$ cat src/rtl/irq_ctrl_vec.sv
// ============================================================================
// Module      : irq_ctrl_vec
// Description : Machine-interrupt controller. Level/edge capture, mie masking,
//               fixed-priority selection, held request with trap PC until mret.
// Revision    : 1.0 - initial release
// ============================================================================
`default_nettype none

module irq_ctrl_vec #(
    parameter int          NUM_IRQ   = 16,
    parameter logic [31:0] EDGE_MASK = 32'h0000_0000,
    parameter int          CODE_W    = (NUM_IRQ > 1) ? $clog2(NUM_IRQ) : 1
) (
    input  logic                clk,
    input  logic                reset,
    input  logic [NUM_IRQ-1:0]  irq_src,
    input  logic                mie_glb,
    input  logic [NUM_IRQ-1:0]  mie,
    input  logic [31:0]         mtvec,
    input  logic                irq_ack,
    input  logic                mret,
    output logic                irq_req,
    output logic [CODE_W-1:0]   int_code,
    output logic [31:0]         mcause_val,
    output logic [31:0]         trap_pc,
    output logic [NUM_IRQ-1:0]  mip_out,
    output logic                busy
);

    localparam logic [NUM_IRQ-1:0] c_edge_mask = EDGE_MASK[NUM_IRQ-1:0];

    typedef enum logic [1:0] {
        ST_IDLE    = 2'd0,
        ST_REQ     = 2'd1,
        ST_SERVICE = 2'd2
    } state_t;

    state_t              r_state;
    state_t              w_state_nxt;
    logic [NUM_IRQ-1:0]  r_pend;
    logic [NUM_IRQ-1:0]  r_prev;
    logic                r_req;
    logic [CODE_W-1:0]   r_code;
    logic [31:0]         r_pc;
    logic                r_busy;

    logic [NUM_IRQ-1:0]  w_pend_nxt;
    logic [NUM_IRQ-1:0]  w_elig;
    logic [CODE_W-1:0]   w_winner;
    logic [31:0]         w_pc_calc;
    logic                w_ack_take;
    logic                w_req_nxt;
    logic [CODE_W-1:0]   w_code_nxt;
    logic [31:0]         w_pc_nxt;
    logic                w_busy_nxt;
    logic                w_unused_mtvec;

    assign w_unused_mtvec = mtvec[1];

    assign w_elig     = mie_glb ? (r_pend & mie) : '0;
    assign w_ack_take = (r_state == ST_REQ) && irq_ack;

    // Scan from the top so the lowest set index is written last and wins.
    always_comb begin
        w_winner = '0;
        for (int i = NUM_IRQ - 1; i >= 0; i--) begin
            if (w_elig[i]) begin
                w_winner = CODE_W'(i);
            end
        end
    end

    assign w_pc_calc = mtvec[0] ? {mtvec[31:2] + 30'(w_winner), 2'b00}
                                : {mtvec[31:2], 2'b00};

    // Edge sources: a new rising edge beats the ack-driven clear.
    always_comb begin
        w_pend_nxt = '0;
        for (int i = 0; i < NUM_IRQ; i++) begin
            if (c_edge_mask[i]) begin
                w_pend_nxt[i] = r_pend[i];
                if (w_ack_take && (r_code == CODE_W'(i))) begin
                    w_pend_nxt[i] = 1'b0;
                end
                if (irq_src[i] && !r_prev[i]) begin
                    w_pend_nxt[i] = 1'b1;
                end
            end else begin
                w_pend_nxt[i] = irq_src[i];
            end
        end
    end

    always_comb begin
        w_state_nxt = r_state;
        w_req_nxt   = r_req;
        w_code_nxt  = r_code;
        w_pc_nxt    = r_pc;
        w_busy_nxt  = r_busy;
        case (r_state)
            ST_IDLE: begin
                if (w_elig != '0) begin
                    w_code_nxt  = w_winner;
                    w_pc_nxt    = w_pc_calc;
                    w_req_nxt   = 1'b1;
                    w_state_nxt = ST_REQ;
                end
            end
            ST_REQ: begin
                if (irq_ack) begin
                    w_req_nxt   = 1'b0;
                    w_busy_nxt  = 1'b1;
                    w_state_nxt = ST_SERVICE;
                end else if (w_elig == '0) begin
                    w_req_nxt   = 1'b0;
                    w_state_nxt = ST_IDLE;
                end
            end
            ST_SERVICE: begin
                if (mret) begin
                    w_busy_nxt  = 1'b0;
                    w_state_nxt = ST_IDLE;
                end
            end
            default: begin
                w_req_nxt   = 1'b0;
                w_busy_nxt  = 1'b0;
                w_state_nxt = ST_IDLE;
            end
        endcase
    end

    always_ff @(posedge clk or posedge reset) begin
        if (reset) begin
            r_state <= ST_IDLE;
            r_pend  <= '0;
            r_prev  <= '0;
            r_req   <= 1'b0;
            r_code  <= '0;
            r_pc    <= '0;
            r_busy  <= 1'b0;
        end else begin
            r_state <= w_state_nxt;
            r_pend  <= w_pend_nxt;
            r_prev  <= irq_src;
            r_req   <= w_req_nxt;
            r_code  <= w_code_nxt;
            r_pc    <= w_pc_nxt;
            r_busy  <= w_busy_nxt;
        end
    end

    assign irq_req    = r_req;
    assign int_code   = r_code;
    assign mcause_val = {1'b1, 31'(r_code)};
    assign trap_pc    = r_pc;
    assign mip_out    = r_pend;
    assign busy       = r_busy;

endmodule

`default_nettype wire

$ cat config.mk
export PLATFORM = sky130hd
export DESIGN_NAME = irq_ctrl_vec
export DESIGN_NICKNAME = d
export VERILOG_FILES = /design/src/rtl/irq_ctrl_vec.sv
export SDC_FILE = /design/constraint.sdc
export NUM_CORES = 1
export LEC_CHECK = 0
export ABC_AREA = 1
export BUFFER_PORTS_ARGS = -buffer_cell sky130_fd_sc_hd__buf_2
export CAP_MARGIN = 20
export CORE_MARGIN = 2
export CORE_UTILIZATION = 35
export CTS_CLUSTER_SIZE = 20
export DETAILED_ROUTE_END_ITERATION = 10
export GPL_ROUTABILITY_DRIVEN = 0
export SLEW_MARGIN = 20
export SYNTH_ARGS = -nofsm -noshare
export SYNTH_HDL_FRONTEND = slang
export SYNTH_SLANG_ARGS = --single-unit
export TNS_END_PERCENT = 20
$ cat constraint.sdc
create_clock -name clk -period 3 [get_ports clk]
set_input_delay 0.6 -clock clk [delete_from_list [all_inputs] [get_ports clk]]
set_output_delay 0.6 -clock clk [all_outputs]
set_load 0.05 [all_outputs]
==> flow_summary.yaml <==
power_and_ir_drop:
  clockPowerShare_pct: 12.9
  switching_share_pct: 53.8
  p_comb_share_pct: 56.8
  powerDensity_mw_per_mm2: 909
  p_int_uw: 1740
  power_leakage_uw: 0.00222
  sequentialPowerShare_pct: 30.3
  peakVddDrop_mv: 0.428
  netSwitchingPower_uw: 2030
min_path:
  hold_path.class: "primary input to asynchronous set/reset pin"
grt:
  grt_max_degree: 41
  grt_usage_pct: 16.2
  grt_pass1_vias: 2814
  grt_pass1_wl_mm: 12.8
  grt_overflow: 0
  antenna_found_initial: 0
logic_synthesis:
  synth_seq_area_share_pct: 42.8
  syn_inst: 382
  async_flop_share_pct: 100
  syn-mean-instance-area_um2: 8.26
  synth_area_mm2: 0.00316
  synth_area_leaders: "dfrtp_1, nand2_1, buf_4, xor2_1, nand3_1"
  synth_top_cells_by_count: "nand2_1, dfrtp_1, buf_4"
  ys_ff_latch: 54
  ys_types: 42
  synth_most_common_cell: "nand2_1"
  synth_edf_count: 0
  synth_ff_type: "dfrtp_1"
  yosysTopAreaCellShare_pct: 42.8
  yosysWarnings: 0
  synth_top_area_cell: "dfrtp_1"
finish:
  nFillCells: 886
  multi_input_area_mm2: 0.00161
  area_delta_synth_final_pct: 31.6
  ff_latch_area_mm2: 0.00135
  n_antenna_cell: 0
  fin_nets: 600
  drive_above_1_share_pct: 38.7
cts:
  cts_sinks: 54
  cts_tree: "yes"
  clkLatencyLatePin_ns: 0.31
  cts_inserted_buffers: 5
  clockBufferDepth: 2
  h-tree-depth: 2
  root_buffer: "clkbuf_8"
  cts_hold_repair.buffers: 0
  path_clk_slew_ns: 0.09
timing:
  finalSetupViolCount: 2
  whs_ns: 0.357
  slew_headroom_pct: 58.6
  timing.fmax_ghz: 0.332
  drv_slew: 0
  hold_viol: 0
  setup_slack_ns: -0.0118
  fin_worst_skew_ns: 0.00674
  min_period_ns: 3.01
  worst_slew_pin_slew_ns: 0.620
  finalSetupTns_ns: -0.0120
  period_share_pct: 100
  rsz0062_at_grt: "yes"
critical_path:
  required_ns: 3.20
  cp_top_family: "simple AND/OR/NAND/NOR gates"
  crit_fanout: 7
  cp_slowest_cell: "nor4_4"
  path_common_cell: "nand2_1"
  crit_path_start_kind: "primary input"
  critPathKind: "primary input to flop"
  endpoint_kind: "flop"
  crit_path_max_incr_delay_ns: 0.29
  worst-path-buf-inv: 3
  critPathArrivalTime_ns: 3.22
drt:
  wl_per_cell_um: 12.4
  first_pass_iters: 4
  vias: 2932
  vias_per_cell: 4.62
  drtIter0Drc: 103
  ant_nets: 0
  drc: 0
  routed_wirelength_mm: 7.89
placement:
  hpwl_mm: 6.24
  port_buffers: 123
die:
  die_w_um: 99.0
  initial_core_util_pct: 36.2
  core_mm2: 0.00872
  row_count: 34
  die_y_um: 99.0
  design.die.area_mm2: 0.00979
  io_pins: 155
run_status:
  status: "finished, violations left"
  violations: "negative setup slack"
run:
  max_cap_viol_count: 0
power groups by stage:
stage               Combinational (µW)  Sequential, µW  Clock [µW]
global placement                  2120            1150           0
global route                      2310            1180         537
finish                            2150            1140         487
detailed placement                2140            1160           0
CTS                               2150            1150         502
floorplan                          833            2010           0
layout make-up:
type / instances / area share [%]
repair buffers: 152 / 20.7
well taps: 108 / 3.25
clock buffers: 7 / 1.84
clock inverters: 1 / 0.723
inverters: 24 / 2.23
flip-flops and latches: 54 / 32.5
multi-input cells: 289 / 38.7
state kept, by name, summed over array words and instances, names as in the netlist:
name	flops
mip_out	16
r_state	2
busy	1
irq_req	1
int_code	4
trap_pc	30
path summary, 6_finish.rpt:
| check | cells after the start | slack, ns | start | to |
|---|---|---|---|---|
| min in group clk | 1 | 0.39 | irq_src[10] | mip_out[10] |
| worst min-delay path | 2 | 0.36 | reset | mip_out[1] |
| worst min register to register | 2 | 0.49 | trap_pc[11] | trap_pc[11] |
| max in group asynchronous | 3 | 2.08 | reset | trap_pc[10] |
| worst max-delay path | 27 | -0.01 | mie_glb | trap_pc[24] |
| worst max register to register | 26 | 0 | mip_out[15] | trap_pc[24] |
layer usage:
| layer | vias up | GRT usage [%] | part of all wire [%] |
|---|---|---|---|
| li1 | 1465 | - | - |
| met5 | - | 0 | 0 |
| met1 | 1370 | 20.8 | 44 |
| met3 | 8 | 2.70 | 5.6 |
| met2 | 89 | 27.6 | 49 |
| met4 | 0 | 5.37 | 1.4 |
timing repair:
action,in CTS,in global routing
setup buffers,1,3
pin swaps,4,8
resized for setup,8,17
setup endpoints to repair,16,23
cell families (layout without fill, tap and decap cells):
kind of cell,count (synthesis),in the layout,share of synthesized area [%]
flops,54,54,42.8
compound gates,50,50,9.04
fa+ha+maj,5,5,2.22
buf+inv,67,184,12.8
other cells,2,30,0.238
simple gates,184,184,27.3
xor+xnor,20,20,5.55
cell usage in the layout (no fill, tap or decap), types with 2 or more instances in the layout:
master    synthesis  final
nand2_2           5     12
buf_2             7    122
inv_2             4      6
xnor2_1           4      4
ha_1              4      3
nor4_4            1      2
a31oi_1           6      6
o21ai_0          14     14
nor2_1           23     22
xor2_1           16     16
clkbuf_8          0      5
o21ai_2           2      3
nand3_2           3      5
o211ai_1          2      2
a21oi_1           8      7
nand2_1         105     97
dfrtp_1          54     54
nand3_1          22     19
nor3_4            1      3
nor2_4            0      2
clkbuf_1          0      2
buf_4            34     27
nand4_1           6      6
o21ai_1          13     12
nor3_1            7      6
conb_1            2     30
inv_1            19     17
metrics by stage:
stage               instance area, µm²  std cells  setup slack, ns  utilization, %  total power, µW
floorplan                         3290        410           -0.190               -             2850
global placement                  3920        623           -0.401            45.0             3270
detailed placement                3920        623           -0.532            45.0             3300
CTS                               4060        632          -0.0491            46.6             3800
global route                      4150        635           -0.264            47.6             4020
finish                            4150        635          -0.0118            47.6             3780
Note: power is estimated with default switching activity, not from simulation.
